### src/rtl/uart_echo_fifo.sv
// uart_echo_fifo
//   UART echo engine. Frames arriving on rx are sampled mid-bit from an
//   internal baud divider (DIV = CLK_HZ/BAUD cycles per bit), stored in a
//   FIFO, and retransmitted on tx whenever echo_en allows a new frame.
//
//   Optional feature macro: UART_ECHO_PARITY_EN
//     defined   -> even parity bit after the data bits, checked on RX and
//                  generated on TX
//     undefined -> DATA_BITS N 1 frames
//
// Ports
//   hwclk       sole clock, rising edge
//   reset       synchronous active-high reset
//   rx          asynchronous serial input, idle high
//   tx          serial output, idle high
//   echo_en     allows the transmitter to start a new frame
//   clr_err     one-cycle pulse clearing overflow and frame_err
//   fifo_count  FIFO occupancy, 0..FIFO_DEPTH
//   rx_strobe   one-cycle pulse per received frame with a good stop bit
//   tx_strobe   one-cycle pulse when a transmitted stop bit completes
//   overflow    sticky: a received byte was dropped with the FIFO full
//   frame_err   sticky: bad stop bit (or bad parity)
//
// Internal handshake: rx_push is a one-cycle valid with no ready; the FIFO
// either stores the byte or drops it (setting overflow). pop is asserted
// only when the FIFO holds data, so the read side never underflows.
module uart_echo_fifo #(
    parameter int CLK_HZ     = 12000000,
    parameter int BAUD       = 9600,
    parameter int DATA_BITS  = 8,
    parameter int FIFO_DEPTH = 16
) (
    input  logic                          hwclk,
    input  logic                          reset,
    input  logic                          rx,
    output logic                          tx,
    input  logic                          echo_en,
    input  logic                          clr_err,
    output logic [$clog2(FIFO_DEPTH):0]   fifo_count,
    output logic                          rx_strobe,
    output logic                          tx_strobe,
    output logic                          overflow,
    output logic                          frame_err
);

    localparam int DIV  = CLK_HZ / BAUD;
    localparam int HALF = DIV / 2;
    localparam int CW   = $clog2(DIV) + 1;
    localparam int AW   = $clog2(FIFO_DEPTH);
    localparam int NW   = AW + 1;
    localparam logic [CW-1:0] BIT_LAST  = CW'(DIV - 1);
    localparam logic [CW-1:0] HALF_LAST = CW'(HALF - 1);
    localparam logic [3:0]    DATA_LAST = 4'(DATA_BITS - 1);
    localparam logic [NW-1:0] FULL      = NW'(FIFO_DEPTH);

    typedef enum logic [2:0] {
        ST_IDLE, ST_START, ST_DATA, ST_PARITY, ST_STOP
    } state_t;

    // ---------------- input synchronizer + edge detect ----------------
    logic rx_s1, rx_s2, rx_prev;
    logic rx_fall;

    always_ff @(posedge hwclk) begin
        if (reset) begin
            rx_s1   <= 1'b1;
            rx_s2   <= 1'b1;
            rx_prev <= 1'b1;
        end else begin
            rx_s1   <= rx;
            rx_s2   <= rx_s1;
            rx_prev <= rx_s2;
        end
    end

    assign rx_fall = rx_prev & ~rx_s2;

    // ---------------- receiver ----------------
    state_t                 rx_state;
    logic [CW-1:0]          rx_cnt;
    logic [3:0]             rx_bit;
    logic [DATA_BITS-1:0]   rx_shift;
    logic                   rx_push;
    logic                   rx_ferr;
`ifdef UART_ECHO_PARITY_EN
    logic                   rx_par_bad;
`endif

    always_ff @(posedge hwclk) begin
        if (reset) begin
            rx_state <= ST_IDLE;
            rx_cnt   <= '0;
            rx_bit   <= '0;
            rx_shift <= '0;
            rx_push  <= 1'b0;
            rx_ferr  <= 1'b0;
`ifdef UART_ECHO_PARITY_EN
            rx_par_bad <= 1'b0;
`endif
        end else begin
            rx_push <= 1'b0;
            rx_ferr <= 1'b0;
            case (rx_state)
                ST_IDLE: begin
                    if (rx_fall) begin
                        rx_state <= ST_START;
                        rx_cnt   <= '0;
                    end
                end
                ST_START: begin
                    if (rx_cnt == HALF_LAST) begin
                        // A line back high at mid start bit is a glitch.
                        rx_cnt   <= '0;
                        rx_bit   <= '0;
                        rx_state <= rx_s2 ? ST_IDLE : ST_DATA;
`ifdef UART_ECHO_PARITY_EN
                        rx_par_bad <= 1'b0;
`endif
                    end else begin
                        rx_cnt <= rx_cnt + 1'b1;
                    end
                end
                ST_DATA: begin
                    if (rx_cnt == BIT_LAST) begin
                        rx_cnt   <= '0;
                        rx_shift <= {rx_s2, rx_shift[DATA_BITS-1:1]};
                        if (rx_bit == DATA_LAST) begin
`ifdef UART_ECHO_PARITY_EN
                            rx_state <= ST_PARITY;
`else
                            rx_state <= ST_STOP;
`endif
                        end else begin
                            rx_bit <= rx_bit + 1'b1;
                        end
                    end else begin
                        rx_cnt <= rx_cnt + 1'b1;
                    end
                end
`ifdef UART_ECHO_PARITY_EN
                ST_PARITY: begin
                    if (rx_cnt == BIT_LAST) begin
                        rx_cnt     <= '0;
                        rx_par_bad <= rx_s2 ^ (^rx_shift);
                        rx_state   <= ST_STOP;
                    end else begin
                        rx_cnt <= rx_cnt + 1'b1;
                    end
                end
`endif
                ST_STOP: begin
                    if (rx_cnt == BIT_LAST) begin
                        rx_cnt   <= '0;
                        rx_state <= ST_IDLE;
`ifdef UART_ECHO_PARITY_EN
                        if (!rx_s2 || rx_par_bad) rx_ferr <= 1'b1;
`else
                        if (!rx_s2) rx_ferr <= 1'b1;
`endif
                        else rx_push <= 1'b1;
                    end else begin
                        rx_cnt <= rx_cnt + 1'b1;
                    end
                end
                default: rx_state <= ST_IDLE;
            endcase
        end
    end

    assign rx_strobe = rx_push;

    // ---------------- FIFO ----------------
    logic [DATA_BITS-1:0] mem [FIFO_DEPTH];
    logic [AW-1:0]        wr_ptr, rd_ptr;
    logic                 pop;
    logic                 push_ok;
    state_t               tx_state;
    logic [CW-1:0]        tx_cnt;

    // Pop from IDLE, or straight out of the last STOP cycle so that
    // consecutive frames leave no idle gap on the line.
    assign pop = echo_en && (fifo_count != '0) &&
                 ((tx_state == ST_IDLE) ||
                  (tx_state == ST_STOP && tx_cnt == BIT_LAST));
    // A simultaneous pop frees a slot, so a full FIFO still accepts the push.
    assign push_ok = rx_push && ((fifo_count != FULL) || pop);

    always_ff @(posedge hwclk) begin
        if (push_ok) mem[wr_ptr] <= rx_shift;
    end

    always_ff @(posedge hwclk) begin
        if (reset) begin
            wr_ptr     <= '0;
            rd_ptr     <= '0;
            fifo_count <= '0;
        end else begin
            if (push_ok) wr_ptr <= wr_ptr + 1'b1;
            if (pop)     rd_ptr <= rd_ptr + 1'b1;
            case ({push_ok, pop})
                2'b10:   fifo_count <= fifo_count + 1'b1;
                2'b01:   fifo_count <= fifo_count - 1'b1;
                default: fifo_count <= fifo_count;
            endcase
        end
    end

    // ---------------- sticky flags (set beats clear) ----------------
    always_ff @(posedge hwclk) begin
        if (reset) begin
            overflow  <= 1'b0;
            frame_err <= 1'b0;
        end else begin
            if (rx_push && !push_ok) overflow <= 1'b1;
            else if (clr_err)        overflow <= 1'b0;
            if (rx_ferr)             frame_err <= 1'b1;
            else if (clr_err)        frame_err <= 1'b0;
        end
    end

    // ---------------- transmitter ----------------
    logic [3:0]           tx_bit;
    logic [DATA_BITS-1:0] tx_shift;
`ifdef UART_ECHO_PARITY_EN
    logic                 tx_par;
`endif

    always_ff @(posedge hwclk) begin
        if (reset) begin
            tx_state  <= ST_IDLE;
            tx_cnt    <= '0;
            tx_bit    <= '0;
            tx_shift  <= '0;
            tx        <= 1'b1;
            tx_strobe <= 1'b0;
`ifdef UART_ECHO_PARITY_EN
            tx_par    <= 1'b0;
`endif
        end else begin
            tx_strobe <= 1'b0;
            case (tx_state)
                ST_IDLE: begin
                    if (pop) begin
                        tx_shift <= mem[rd_ptr];
`ifdef UART_ECHO_PARITY_EN
                        tx_par   <= ^mem[rd_ptr];
`endif
                        tx       <= 1'b0;
                        tx_cnt   <= '0;
                        tx_state <= ST_START;
                    end
                end
                ST_START: begin
                    if (tx_cnt == BIT_LAST) begin
                        tx_cnt   <= '0;
                        tx_bit   <= '0;
                        tx       <= tx_shift[0];
                        tx_state <= ST_DATA;
                    end else begin
                        tx_cnt <= tx_cnt + 1'b1;
                    end
                end
                ST_DATA: begin
                    if (tx_cnt == BIT_LAST) begin
                        tx_cnt <= '0;
                        if (tx_bit == DATA_LAST) begin
`ifdef UART_ECHO_PARITY_EN
                            tx       <= tx_par;
                            tx_state <= ST_PARITY;
`else
                            tx       <= 1'b1;
                            tx_state <= ST_STOP;
`endif
                        end else begin
                            tx       <= tx_shift[1];
                            tx_shift <= tx_shift >> 1;
                            tx_bit   <= tx_bit + 1'b1;
                        end
                    end else begin
                        tx_cnt <= tx_cnt + 1'b1;
                    end
                end
`ifdef UART_ECHO_PARITY_EN
                ST_PARITY: begin
                    if (tx_cnt == BIT_LAST) begin
                        tx_cnt   <= '0;
                        tx       <= 1'b1;
                        tx_state <= ST_STOP;
                    end else begin
                        tx_cnt <= tx_cnt + 1'b1;
                    end
                end
`endif
                ST_STOP: begin
                    if (tx_cnt == BIT_LAST) begin
                        tx_cnt    <= '0;
                        tx_strobe <= 1'b1;
                        if (pop) begin
                            tx_shift <= mem[rd_ptr];
`ifdef UART_ECHO_PARITY_EN
                            tx_par   <= ^mem[rd_ptr];
`endif
                            tx       <= 1'b0;
                            tx_state <= ST_START;
                        end else begin
                            tx_state <= ST_IDLE;
                        end
                    end else begin
                        tx_cnt <= tx_cnt + 1'b1;
                    end
                end
                default: tx_state <= ST_IDLE;
            endcase
        end
    end

endmodule
### config.mk
export PLATFORM = sky130hd
export DESIGN_NAME = uart_echo_fifo
export DESIGN_NICKNAME = d
export VERILOG_FILES = /design/src/rtl/uart_echo_fifo.sv
export SDC_FILE = /design/constraint.sdc
export NUM_CORES = 1
export LEC_CHECK = 0
export CORE_ASPECT_RATIO = 0.75
export CORE_UTILIZATION = 30
export CTS_CLUSTER_SIZE = 16
export DETAILED_ROUTE_END_ITERATION = 7
export PLACE_DENSITY_LB_ADDON = 0.3
export SYNTH_ARGS = -nofsm -noshare
export SYNTH_HDL_FRONTEND = slang
export SYNTH_SLANG_ARGS = --single-unit
export TNS_END_PERCENT = 5
### constraint.sdc
create_clock -name hwclk -period 7.2 [get_ports hwclk]
set_input_delay 1.44 -clock hwclk [delete_from_list [all_inputs] [get_ports hwclk]]
set_output_delay 1.44 -clock hwclk [all_outputs]
set_load 0.02 [all_outputs]
# == Yosys cells after proc, flatten, opt, wreduce, memory -nomap -nowiden ==
# Memory sizes are Yosys's and may differ from the RTL's. A register that Yosys moved wholly into a read port is not among the register bits.
# Cells that the tools add are included.
# classes
n_addsub,8
eq_ne,26
mux,51
bitwise,5
n_reduce_logical,33
# ops
operator,count
$mux W12,5
$pmux W12 S3,1
$mux W4,8
$mux W8,4
$mux W3,10
$add A12 B1 Y12 const B,2
$eq A12 B11 Y1 const B,2
$pmux W12 S2,1
$pmux W3 S4,2
$pmux W8 S3,1
$ne A2 B2 Y1 const B,11
$add A4 B1 Y4 const B,4
$pmux W4 S2,2
$reduce_and A4 Y1,4
$mux W1,14
$eq A12 B10 Y1 const B,1
$reduce_bool A2 Y1,6
$pmux W5 S2,1
$reduce_and A5 Y1,2
$eq A4 B3 Y1 const B,2
$eq A3 B1 Y1 const B,2
$eq A3 B2 Y1 const B,2
$eq A3 B3 Y1 const B,2
$logic_not A3 Y1,2
19 further kinds,32
# word_totals
regBits,76
ramBits,128
input_bits,5
out_inout_bits,10
elab_cells,144
mem_count,1
# mem_list
name,words,width,rd,rd_ports_with_merged_regs,wr,line_no,rtl
mem,16,8,1,1,1,173,logic [DATA_BITS-1:0] mem [FIFO_DEPTH];

# == Logic depth before layout (Yosys ltp) ==
# Gate-level depths: netlist of the first run.
# depth
depth_word,9
mapped_depth,12
ltp_nobuf,12

# == Worst setup path before layout of the first run ==
# No wires, ideal clock.
# synth_timing
path_kind,in2reg
from,input echo_en
to,register fifo_count[4]
setup_time_ns,0.086
arrival_ns,3.191
required_time_ns,7.114
setup_slack_ns,3.924
path_stages,8
n_path_buf,0
cell_sequence,o211ai_1 > or3_1 > fa_1 > nand2b_1 > a21oi_1 > nor4_1 > a41o_1 > a211oi_1
# synth_via
elab_chain_cells,6
elab_cells_between_ends,8
classes_between,eq/ne: 2; mux: 1; reduce/logical: 5
# synth_lines
item,line_no,rtl
"start, declared",37,"input logic echo_en,"
$logic_and A1 B1 Y1 (*) (2 in series),182,assign pop = echo_en && (fifo_count != '0) &&
$logic_or A1 B1 Y1,186,assign push_ok = rx_push && ((fifo_count != FULL) || pop);
$logic_and A1 B1 Y1,186,
$eq A2 B1 Y1 / $eq A2 B2 Y1 (equally long branches),200,"case ({push_ok, pop})"
$pmux W5 S2 / $reduce_bool A2 Y1 (equally long branches),n/a,
"end signal, assigned",201,2'b10: fifo_count <= fifo_count + 1'b1;
"end signal, assigned",202,2'b01: fifo_count <= fifo_count - 1'b1;
"end signal, assigned",203,default: fifo_count <= fifo_count;
"end, declared",39,"output logic [$clog2(FIFO_DEPTH):0] fifo_count,"
# Mark *: on every way between the ends. The rest lies on a longest branch, timed or not.
# A chain may end at the register's enable or synchronous reset.

# == Worst setup path in the final report of the first run ==
# layout_timing
from,input echo_en
to,"memory mem[3][5], enable pin"
# layout_via
elab_chain_cells,6
# layout_lines
item,line_no,rtl
$logic_and A1 B1 Y1 (2 in series),182,
$logic_or A1 B1 Y1,186,
$logic_and A1 B1 Y1,186,
$mux W1,189,if (push_ok) mem[wr_ptr] <= rx_shift;
$mux W1 (not written as such),189,
"end, declared",173,
# No other way between the ends.

==> results.json, run 1 <==
{
  "outcome": "finished clean",
  "ys.flop_type": "edfxtp_1",
  "routed_wirelength_um": 18500,
  "p_per_area_mw_per_mm2": 288,
  "cellLeakagePower_nw": 3.25,
  "synth.lib_cells_used.distinct": 71,
  "final.setup_skew_ns": 0.0211,
  "final_period_minus_worst_setup_slack_ns": 3.81,
  "ctsResizeCount": 0,
  "setup_tns_ns": 0,
  "antenna_found_initial": 0,
  "grt_first_pass_wirelength_um": 29700,
  "detailroute.via_count": 5367,
  "worstSetupEndpointType": "register",
  "floorplan.die_area_mm2": 0.0303,
  "detail_route.first_pass.iterations": 5,
  "seq_power_share_pct": 44.3,
  "track_usage_pct": 12.4,
  "critPathLaunchType": "input port",
  "coreArea_mm2": 0.0291,
  "total_power_w": 0.00295,
  "timing_worst_slew_pin_value_ns": 1.17,
  "report.final.hold_viol_count": 0,
  "dp.final_hpwl_um": 12100,
  "clock_sink_count": 208,
  "post_route_cells_drive_above_1_share_pct": 12.6,
  "power_switching_w": 0.000683,
  "cts.clk_slew.worst_paths_ns": 0.06,
  "initial_core_util_pct": 30.5,
  "grt_setup_unrepaired": "no",
  "critPathRequiredTime_ns": 7.31,
  "cts_made_buffers": 22,
  "crit_type": "input port to register",
  "syn_to_final_growth_pct": 15.3,
  "vdd.ir_drop.worst_v": 0.000150,
  "power_frac_clock_pct": 44.2,
  "synthesis.yosys.warnings": 0,
  "cts_root_buf": "clkbuf_16",
  "ant_nets": 0,
  "fmax_ghz": 0.262,
  "grt_max_degree": 47,
  "cts_hold_buf": 0,
  "layout.cell_area.non_filler_mm2": 0.0102,
  "num_io_pins": 15,
  "weighted_congestion_reported_at_the_end_of_routability_driven_placement": 0.786,
  "clock_latency_ns": 0.51,
  "cts.htree.levels": 1,
  "buffer_ports.inserted": 14,
  "power.internal_w": 0.00227,
  "max_cap_viol_count": 0,
  "synth.net_count": 704,
  "routedWlPerCell_um": 16.8,
  "via_count_of_the_first_global_routing_pass": 5115,
  "drt_iter0_drcs": 356,
  "postSynthCellCount": 683,
  "insertedDiodeCount": 0,
  "syn-mean-instance-area_um2": 13.0,
  "post_cts_buffers": 0,
  "comb_power_share_pct": 11.6,
  "cp_data_arrival_time_ns": 3.92,
  "max_slew_margin_pct": 21.3,
  "rows": 54,
  "synth-async-reset-ratio_pct": 0,
  "nNetsFinal": 714,
  "setup_violations": 0,
  "ctsLongestPathBuffers": 3,
  "floorplan.die.height_um": 151,
  "power.share.switching_pct": 23.2,
  "tritoncts_clock_tree": "done",
  "most_used_cells_in_the_layout_excluding_fill_and_tap_cells": "128 x edfxtp_1, 79 x dfxtp_1, 74 x nor2_1, 52 x nand2_1, 32 x mux4_2",
  "critPathMaxFanout": 8,
  "synth.ff_latch_count": 208,
  "grt-ovfl-total": 0,
  "floorplan.die.width_um": 201,
  "number_of_synthesized_flops_with_an_enable_pin": 128,
  "max_slew_violation_count": 0,
  "remaining_drc_errors": 0,
  "ys_seq_area_share_pct": 61.3,
  "final_min_period_over_clock_period_pct": 52.9,
  "mappedNetlistArea_mm2": 0.00888,
  "detail_route.vias_per_cell": 4.87,
  "worstHoldPathType": "register to register",
  "layout.cells.most_common": "edfxtp_1",
  "placedInstanceArea_mm2": 0.00940
}
critical path: stages:
cell	delay (ns)
clkdlybuf4s50_1	0.48
o211ai_1	0.22
o21ai_1	0.53
nand3_1	0.29
nor3_1	0.96
Yosys cell counts, types with 3 or more instances:
library cell	instances	share of area [%]
buf_1	7	0.30
buf_2	10	0.56
o21ai_1	3	0.17
nand2b_1	7	0.49
and3_1	6	0.42
o32ai_1	3	0.30
o211ai_1	3	0.25
ha_1	15	2.1
or3_1	5	0.35
xor2_1	7	0.69
a211oi_1	13	1.1
mux4_2	32	8.1
a31oi_1	3	0.21
or3_4	3	0.38
xnor2_1	22	2.2
edfxtp_1	128	43
nor3b_1	3	0.25
clkbuf_1	14	0.59
a21oi_1	26	1.5
nor2b_1	5	0.35
nand3b_1	4	0.34
nor4_1	6	0.42
nor3_1	19	1.1
or2_2	4	0.28
inv_1	18	0.76
nand3_1	21	1.2
nand2_1	52	2.2
nand4_1	6	0.42
dfxtp_1	80	18
a32o_1	6	0.68
a21o_1	4	0.34
o21ai_0	7	0.39
nor2_1	74	3.1
mux2_2	4	0.51
mux2i_1	16	1.8
power groups by stage:
stage                     Combinational, W  Clock [W]  Sequential [W]
after floorplan                   0.000269          0         0.00133
after global placement            0.000343          0         0.00133
after detailed placement          0.000344          0         0.00133
after CTS                         0.000345    0.00133         0.00130
after global routing              0.000378    0.00137         0.00131
final                             0.000341    0.00130         0.00131
flip-flops by register name, summed over array words and instances, names as in the netlist, 5 cells and up, named ones only:
| signal | cells |
|---|---|
| fifo_count | 5 |
| mem | 128 |
| rx_cnt | 12 |
| rx_shift | 8 |
| tx_cnt | 12 |
| tx_shift | 8 |
through the flow:
| step | std cells | utilization, % | worst slack (ns) | hold slack [ns] |
|---|---|---|---|---|
| 3_5_place_dp | 1061 | 32.3 | 2.86 | 0.401 |
| 5_1_grt | 1101 | 35.2 | 3.02 | 0.431 |
| 3_3_place_gp | 1061 | 32.3 | 2.90 | 0.398 |
| 4_1_cts | 1101 | 35.2 | 3.37 | 0.412 |
| 2_1_floorplan | 683 | - | 3.92 | 0.389 |
| 6_report | 1101 | 35.2 | 3.39 | 0.409 |
layer usage:
metal / global-route usage (%) / vias up / wire (µm)
met2: 17.4 / 101 / 7530
li1: - / 2599 / -
met4: 3.13 / 0 / 358
met3: 2.15 / 25 / 889
met1: 19.4 / 2642 / 9760
met5: 0 / - / 0
worst paths after layout:
path	from	slack, ns	cells past startpoint	end
worst max register to register	tx_cnt[5]	3.86	5	mem[3][5]
worst max-delay path	echo_en	3.39	5	mem[3][5]
worst min register to register	rx_s1	0.41	1	rx_s2
worst min-delay path	rx_s1	0.41	1	rx_s2
kinds of logic (layout without fill, tap and decap cells):
group           count (synthesis)  count (layout)  share of synthesized area (%)
mux                            53              53                           10.6
simple gates                  232             232                           12.9
buf+inv                        51              77                           2.34
xor+xnor                       29              29                           2.86
flops                         208             208                           61.3
fa+ha+maj                      18              18                           2.56
compound gates                 92              92                           7.44
area by class of cell:
class / count / area (µm²)
Clock buffer: 26 / 587
Clock inverter: 14 / 250
Fill cell: 2796 / 18900
Inverter: 19 / 71.3
Multi-Input combinational cell: 424 / 3230
Sequential cell: 208 / 5450
Tap cell: 392 / 490
Timing Repair Buffer: 18 / 165
Power figures use the tool's default switching activity.
==> run 2, diff against run 1 <==
clock period = 3.6 ns   (was 7.2 ns; I/O delays follow)
==> results.json, run 2 (synthesized netlist as in run 1, its figures left out) <==
{
  "track_usage_pct": 12.4,
  "critical_r2r_launch": "tx_cnt[2]",
  "most_used_cells_in_the_layout_excluding_fill_and_tap_cells": "128 x edfxtp_1, 79 x dfxtp_1, 74 x nor2_1, 52 x nand2_1, 32 x mux4_2",
  "via_count_of_the_first_global_routing_pass": 5260,
  "buffer_ports.inserted": 14,
  "max_cap_viol_count": 0,
  "detail_route.vias_per_cell": 4.84,
  "detailroute.via_count": 5440,
  "layout.cell_area.non_filler_mm2": 0.0103,
  "critPathBufInv": 0,
  "grt_max_degree": 30,
  "insertedDiodeCount": 0,
  "timing_worst_slew_pin_value_ns": 0.977,
  "grt-ovfl-total": 0,
  "placedInstanceArea_mm2": 0.00960,
  "coreArea_mm2": 0.0291,
  "syn_to_final_growth_pct": 15.5,
  "cts.htree.levels": 1,
  "ant_nets": 0,
  "worstSetupEndpointType": "register",
  "max_slew_margin_pct": 34.8,
  "vdd.ir_drop.worst_v": 0.000233,
  "final_min_period_over_clock_period_pct": 77.6,
  "num_io_pins": 15,
  "setup_tns_ns": 0,
  "layout.cells.most_common": "edfxtp_1",
  "routed_wirelength_um": 18700,
  "regToRegEndpoint": "fifo_count[4]",
  "rows": 54,
  "routedWlPerCell_um": 16.6,
  "crit_path_max_incr_delay_ns": 0.43,
  "clock_sink_count": 208,
  "floorplan.die.width_um": 201,
  "crit_type": "register to register",
  "post_cts_buffers": 0,
  "ctsResizeCount": 0,
  "setup.reg_to_reg.worst_slack_ns": 0.81,
  "remaining_drc_errors": 0,
  "ctsLongestPathBuffers": 3,
  "detail_route.first_pass.iterations": 5,
  "weighted_congestion_reported_at_the_end_of_routability_driven_placement": 0.816,
  "path_length_in_cells_of_the_critical_path": 9,
  "cpLargestDelayFamily": "simple AND/OR/NAND/NOR gates",
  "worstHoldPathType": "register to register",
  "largest_reg_flops": 128,
  "cts.clk_slew.worst_paths_ns": 0.06,
  "tritoncts_clock_tree": "done",
  "fmax_ghz": 0.358,
  "floorplan.die.height_um": 151,
  "max_flop_register": "mem",
  "nNetsFinal": 739,
  "largest_registers": "mem: 128 flops, rx_cnt: 12 flops, tx_cnt: 12 flops",
  "post_route_cells_drive_above_1_share_pct": 15.6,
  "initial_core_util_pct": 30.5,
  "cp_data_arrival_time_ns": 3.20,
  "crit_chain": "nor4b_1 -> a31oi_1 -> or3_1 -> fa_1 -> nand2b_1 -> a21oi_1 -> nor4_1 -> a41o_1 -> a211oi_1",
  "ff2ff_path_depth": 9,
  "cts_made_buffers": 21,
  "slowest_stage": "or3_1",
  "final.setup_skew_ns": 0.0112,
  "origin_of_the_worst_setup_path": "tx_cnt[2]",
  "critPathLaunchType": "register",
  "critPathMaxFanout": 6,
  "grt_setup_unrepaired": "no",
  "grt_first_pass_wirelength_um": 29600,
  "final_period_minus_worst_setup_slack_ns": 2.79,
  "dp.final_hpwl_um": 12400,
  "drt_iter0_drcs": 403,
  "setup_violations": 0,
  "cp-endpoint": "fifo_count[4]",
  "max_slew_violation_count": 0,
  "cellLeakagePower_nw": 3.33,
  "report.final.hold_viol_count": 0,
  "antenna_found_initial": 0,
  "p_per_area_mw_per_mm2": 528,
  "outcome": "finished clean",
  "cts_hold_buf": 0,
  "critPathRequiredTime_ns": 4.01,
  "clock_latency_ns": 0.50,
  "floorplan.die_area_mm2": 0.0303,
  "cts_root_buf": "clkbuf_16"
}
[run 2: changes by cell type in the layout (fill, tap and decap cells not counted)]
cell	before	now
buf_4	4	30
bufinv_16	7	1
clkinv_2	1	7
clkbuf_8	0	3
clkbuf_16	23	21
clkinvlp_4	2	0
clkinv_1	4	3
[run 2: worst min path at each step]
stage	cells after the start	slack [ns]	startpoint	end
floorplan	1	0.39	rx_s1	rx_s2
global placement	1	0.40	rx_s1	rx_s2
detailed placement	1	0.40	rx_s1	rx_s2
CTS	1	0.42	rx_s1	rx_s2
global route	1	0.43	rx_s1	rx_s2
finish	1	0.42	rx_s1	rx_s2
[run 2: metal layers]
metal | track usage [%] | share of wire, % | vias to the layer above
met2 | 18.5 | 42 | 81
met3 | 1.85 | 3.8 | 23
met4 | 3.05 | 1.6 | 0
met5 | 0 | 0 | -
met1 | 18.7 | 52 | 2701
li1 | - | - | 2635
[run 2: final cells by class]
type | instances | area [µm²]
Clock buffer | 27 | 578
Timing Repair Buffer | 44 | 360
Tap cell | 392 | 490
Clock inverter | 11 | 81.3
Sequential cell | 208 | 5450
Inverter | 19 | 71.3
Fill cell | 2820 | 18900
Multi-Input combinational cell | 424 | 3230
[run 2: worst register-to-register path, delay by kind of cell (launching register included)]
kind	cells	cell delay [ns]
adders and majority gates	1	0.41
and+or+nand+nor	4	1.10
AOI/OAI and AO/OA	4	0.83
DFF	1	0.37
[run 2: power breakdown]
part / internal, W / switching [W]
combinational: 0.000330 / 0.000331
sequential: 0.00255 / 0.000102
clock: 0.00121 / 0.000897
total: 0.00409 / 0.00133
[run 2: metrics by stage]
stage / total power, W / worst slack, ns / utilization (%) / hold slack (ns) / cells
2_1_floorplan: 0.00319 / 0.896 / - / 0.389 / 683
3_3_place_gp: 0.00338 / 0.570 / 33.0 / 0.400 / 1087
3_5_place_dp: 0.00338 / 0.535 / 33.0 / 0.402 / 1087
4_1_cts: 0.00549 / 0.837 / 35.2 / 0.420 / 1125
5_1_grt: 0.00563 / 0.531 / 35.2 / 0.426 / 1125
6_report: 0.00542 / 0.807 / 35.2 / 0.417 / 1125
==> edit 1: new RTL, flow settings as in run 2 <==
`CLK_HZ`: 12000000 -> 24000000.
--- a/src/rtl/uart_echo_fifo.sv
+++ b/src/rtl/uart_echo_fifo.sv
@@ -25,7 +25,7 @@
 // either stores the byte or drops it (setting overflow). pop is asserted
 // only when the FIFO holds data, so the read side never underflows.
 module uart_echo_fifo #(
-    parameter int CLK_HZ     = 12000000,
+    parameter int CLK_HZ     = 24000000,
     parameter int BAUD       = 9600,
     parameter int DATA_BITS  = 8,
     parameter int FIFO_DEPTH = 16
Function: same outputs for any inputs over 10 cycles, from zero or initial values and one cycle with reset high; that may be too few to reach the edited logic, so the function may still have changed.
==> edit 1 against run 2 <==
  * Highest routed layer unchanged
  * Sequential cell count grew 2
  * Synthesized cell count grew 4.8%
  * Wire length increased by 6.0%
  * Sequential share of layout area down 0.43 points
  * Synthesized area increased by 2.1%
  * Combinational power grew 71%
  * Final area grew 1.6%
  * Global-route usage increased by 0.70 points
  * Critical endpoint unchanged
  * Die area is 2.0% higher
  * Setup slack got worse by 0.31 ns
  * First-iteration DRC count grew 8.7%
  * Power is 14% higher
==> edit 1: results (changes against run 2) <==
| Metric | Value |
|---|---|
| Worst slew margin relative to its limit | 47.3% (+13 points) |
| Fraction of the mapped netlist area in compound gates | 8.76% (+1.3 points) |
| First-pass iteration count of the detailed router | 4 (-1) |
| Maximum resistive drop on vdd | 0.294 mV (+26%) |
| Non-filler instance count after layout | 1,148 (+2.0%) |
| Power density over the cells | 591 mW/mm^2 (+12%) |
| Maximum fanout encountered on the critical timing path | 9 (+3) |
| Static leakage | 3.36 nW (+1.0%) |
| Arrival time at the worst endpoint | 3.49 ns (+0.29 ns) |
| Number of vias per cell | 4.88 (+0.82%) |
| Share of post-route cells with drive strength above 1 | 15.9% (+0.32 points) |
| Mapped Avg Cell Area | 12.7 sq um (-2.6%) |
| Net Switching | 1.68 mW (+26%) |
| Regs by FF count | mem (128), rx_cnt (13), tx_cnt (13) |
| Synthesized-area fraction occupied by xor and xnor cells | 2.32% (-0.54 points) |
| Arithmetic-cell share of the synthesized area counting full adders, half adders and majority gates | 2.13% (-0.44 points) |
| Worst setup skew after layout | 0.00837 ns (-0.00287 ns) |
| Post-Synthesis Net Count | 735 (+4.4%) |
| Number of cells on the worst hold path | 2 (+1) |
| Worst reg-to-reg path cell count | 10 (+1) |
| Part of the Yosys area used for sequential elements | 60.5% (-0.80 points) |
| Num CTS Buffers | 22 (+4.8%) |
| Nets | 759 (+2.7%) |
| Wire length of the first global-routing pass | 32,000 um (+8.3%) |
| Proportion of synthesized area in mux cells | 9.19% (-1.4 points) |
| Final estimated routing congestion in global placement | 0.771 (-5.5%) |
| Detailed router's first-iteration violation count | 438 (+8.7%) |
| Outcome | finished clean |
| List of most frequent post-synthesis cells | edfxtp_1 (128), dfxtp_1 (82), nor2_1 (58) |
-- edit 1: cell types whose count changed after synthesis, sizes merged, moves of 9 or more --
cell / change
o31ai: +11
o21ai: +11
nand4: +9
nor2: -16
mux2i: -10
a21oi: +21
clkbuf: +11
-- edit 1: path summary, 6_finish.rpt --
kind	end	slack, ns	startpoint
worst min-delay path	frame_err	0.46	rx_ferr
worst max register to register	fifo_count[4]	0.50	tx_cnt[0]
worst max-delay path	fifo_count[4]	0.50	tx_cnt[0]
worst min register to register	frame_err	0.46	rx_ferr
-- edit 1: layer usage --
metal	vias up	wire length [um]	global-route usage [%]
li1	2744	-	-
met1	2716	10300	20.4
met2	109	8200	18.7
met3	28	996	2.40
met4	0	317	2.69
met5	-	0	0
-- edit 1: final cells by class --
cell class,instances,area [sq um]
tap,392,490
fill,2855,19000
inverter,20,80.1
clock inverter,11,110
sequential,210,5490
clock buffer,29,608
multi-input combinational,447,3320
timing repair buffer,39,323
==> edit 2: new RTL, settings of run 2 <==
Without the edit above. Put one more register stage on the output `fifo_count`. The value now appears one clock later. The other outputs are not delayed to match.
--- a/src/rtl/uart_echo_fifo.sv
+++ b/src/rtl/uart_echo_fifo.sv
@@ -57,6 +57,8 @@
         ST_IDLE, ST_START, ST_DATA, ST_PARITY, ST_STOP
     } state_t;
 
+    logic [$clog2(FIFO_DEPTH):0] fifo_count_s0;
+
     // ---------------- input synchronizer + edge detect ----------------
     logic rx_s1, rx_s2, rx_prev;
     logic rx_fall;
@@ -179,11 +181,11 @@
 
     // Pop from IDLE, or straight out of the last STOP cycle so that
     // consecutive frames leave no idle gap on the line.
-    assign pop = echo_en && (fifo_count != '0) &&
+    assign pop = echo_en && (fifo_count_s0 != '0) &&
                  ((tx_state == ST_IDLE) ||
                   (tx_state == ST_STOP && tx_cnt == BIT_LAST));
     // A simultaneous pop frees a slot, so a full FIFO still accepts the push.
-    assign push_ok = rx_push && ((fifo_count != FULL) || pop);
+    assign push_ok = rx_push && ((fifo_count_s0 != FULL) || pop);
 
     always_ff @(posedge hwclk) begin
         if (push_ok) mem[wr_ptr] <= rx_shift;
@@ -193,14 +195,14 @@
         if (reset) begin
             wr_ptr     <= '0;
             rd_ptr     <= '0;
-            fifo_count <= '0;
+            fifo_count_s0 <= '0;
         end else begin
             if (push_ok) wr_ptr <= wr_ptr + 1'b1;
             if (pop)     rd_ptr <= rd_ptr + 1'b1;
             case ({push_ok, pop})
-                2'b10:   fifo_count <= fifo_count + 1'b1;
-                2'b01:   fifo_count <= fifo_count - 1'b1;
-                default: fifo_count <= fifo_count;
+                2'b10:   fifo_count_s0 <= fifo_count_s0 + 1'b1;
+                2'b01:   fifo_count_s0 <= fifo_count_s0 - 1'b1;
+                default: fifo_count_s0 <= fifo_count_s0;
             endcase
         end
     end
@@ -314,4 +316,8 @@
         end
     end
 
+    always_ff @(posedge hwclk) begin
+        fifo_count <= fifo_count_s0;
+    end
+
 endmodule
Behaviour: same outputs for any inputs over 10 cycles, from zero or initial values and one cycle with reset high; that may be too few to reach the edited logic, so the function may still have changed.
==> edit 2 against run 2 <==
  * Non-clock buffer count is 3 lower
  * Synthesized area up 1.4%
  * Wire length up 2.8%
  * Setup slack got worse by 0.20 ns
  * Clock skew is 0.0048 ns higher
  * Global-route usage up 0.42 points
  * Die area is 1.4% higher
  * Utilization increased by 0.27 points
  * Via count up 0.37%
  * Final area is 1.5% higher
  * Combinational power rose by 26%
  * Sequential cell count increased by 5
  * Count of clock-buffer cells in the layout grew 4
  * Power grew 6.6%
  * Largest power group unchanged
  * Highest routed layer unchanged
==> edit 2: results (changes against run 2) <==
| Metric | Value |
|---|---|
| Clk root buf | clkbuf_16 |
| Maximum fanout encountered on the critical timing path | 5 (-1) |
| Warnings from Yosys | 0 (unchanged) |
| List of most frequent post-synthesis cells | edfxtp_1 (128), dfxtp_1 (85), nor2_1 (74) |
| Number of cells on the worst hold path | 0 (-1) |
| Final estimated routing congestion in global placement | 0.765 (-6.2%) |
| Regs by FF count | mem (128), rx_cnt (12), tx_cnt (12) |
| Largest net degree at the start of global routing | 34 (+13%) |
| Share of post-route cells with drive strength above 1 | 16.0% (+0.41 points) |
| Number of vias per cell | 4.83 (-0.16%) |
| Outcome | finished clean |
| HPWL after detailed placement | 12,600 um (+1.3%) |
| Number of I/O port buffers | 14 (unchanged) |
| Reg-to-reg critical path endpoint | fifo_count_s0[4] |
| Area contributors post-synth | edfxtp_1 (43%), dfxtp_1 (19%), mux4_2 (8.0%), nor2_1 (3.1%), ha_1 (2.1%) |
| Worst setup path startpoint | tx_cnt[0] |
| Internal portion of total power | 4.28 mW (+4.7%) |
| Worst reg-to-reg path cell count | 11 (+2) |
| Clock slew seen by the registers of the worst setup and hold paths | 0.06 ns (about the same) |
| Number of post-CTS setup repair buffers | 0 (unchanged) |
| Wire length of the first global-routing pass | 31,000 um (+4.8%) |
| Area taken by multi-input logic gates | 0.00323 sq mm (+0.15%) |
| Total global routing track utilization | 12.8% (+0.42 points) |
| Hold path startpoint | fifo_count_s0[2] |
| Arrival time at the worst endpoint | 3.42 ns (+0.22 ns) |
| Final WL | 19,200 um (+2.8%) |
| Smallest hold slack | 0.394 ns (-0.0231 ns) |
| Num CTS Buffers | 22 (+4.8%) |
| Fraction of registers with async set/reset | 0% (unchanged) |
| Nets | 744 (+0.68%) |
| Vias after detailed routing | 5,460 (+0.37%) |
| Part of the Yosys area used for sequential elements | 61.6% (+0.29 points) |
| Total of cells resized after clock tree synthesis | 0 (unchanged) |
| Placed cell area | 0.00971 sq mm (+1.1%) |
| Detailed router's first-iteration violation count | 527 (+31%) |
| Number of levels the H-tree was split into | 1 (unchanged) |
| Vias in the first global route | 5,365 (+2.0%) |
| Reg2reg setup slack | 0.61 ns (-0.20 ns) |
| Destination of the worst hold path | fifo_count[2] |
| Number of library cell types mapped by synthesis | 67 (-5.6%) |
| Cell count after synthesis | 690 (+1.0%) |
| Class of the most critical hold timing path | reg2reg |
| Worst slew margin relative to its limit | 42.4% (+7.7 points) |
| Filler cells | 2,913 (+3.3%) |
| Maximum resistive drop on vdd | 0.298 mV (+28%) |
| Number of diodes | 0 (unchanged) |
| Worst setup skew after layout | 0.0161 ns (+0.00482 ns) |
| Worst-case setup slack after placement | 0.445 ns (-0.0896 ns) |
| First-pass iteration count of the detailed router | 5 (unchanged) |
| Static leakage | 3.36 nW (+1.1%) |
| Number of flops mapped to enable cells by yosys | 128 (unchanged) |
| Post-Synthesis Net Count | 711 (+0.99%) |
| Worst skew pair latency | 0.53 ns (+0.03 ns) |
## edit 2: cell types whose count changed after synthesis, sizes merged, moves of 10 or more
| cell | delta |
|---|---|
| nand2 | -24 |
| o22ai | +13 |
| a211oi | +10 |
| clkbuf | +10 |
| buf | -10 |
## edit 2: final cells by class
| type | count | share of cell area [%] |
|---|---|---|
| clock inverter | 9 | 0.613 |
| timing repair buffer | 41 | 3.25 |
| sequential | 213 | 53.3 |
| clock buffer | 31 | 6.13 |
| tap | 392 | 4.71 |
| multi-input combinational | 419 | 31.1 |
| inverter | 26 | 0.938 |
## edit 2: layer usage
metal,share of wire [%],global-route usage [%],routed length [um]
met5,0,0,0
met4,1.9,3.14,356
met3,4.5,2.92,870
met2,41,17.6,7930
met1,52,20.0,10000
## edit 2: worst max-delay path by stage
stage,to,slack (ns),cells past startpoint
final,fifo_count_s0[4],0.61,11
after CTS,fifo_count_s0[4],0.59,11
after floorplan,fifo_count_s0[4],0.87,11
after global placement,fifo_count_s0[4],0.47,10
after global routing,fifo_count_s0[4],0.19,11
after detailed placement,fifo_count_s0[4],0.45,10
## edit 2: logic make-up (layout without fill, tap and decap cells)
family	Yosys count	after routing	synth area share, %
buf+inv	58	107	2.49
simple gates	218	218	12.5
compound gates	108	108	8.48
xor+xnor	28	28	2.72
flops	213	213	61.6
fa+ha+maj	18	18	2.53
mux	47	47	9.73
## edit 2: worst max-delay path, cell delays in order, from the launching register on
cell	delay, ns
dfxtp_1	0.39
ha_1	0.19
nand4b_1	0.23
o31ai_2	0.43
nand2_1	0.13
nor2_1	0.25
inv_1	0.09
fa_1	0.40
nand2b_1	0.16
a21oi_1	0.24
nand3_1	0.12
a311oi_1	0.27
## edit 2: power groups by stage
stage / clock, mW / combinational (mW) / sequential (mW)
2_1_floorplan: 0 / 0.654 / 2.76
3_3_place_gp: 0 / 0.837 / 2.80
3_5_place_dp: 0 / 0.835 / 2.80
4_1_cts: 2.27 / 0.841 / 2.75
5_1_grt: 2.36 / 0.917 / 2.77
6_report: 2.19 / 0.833 / 2.75
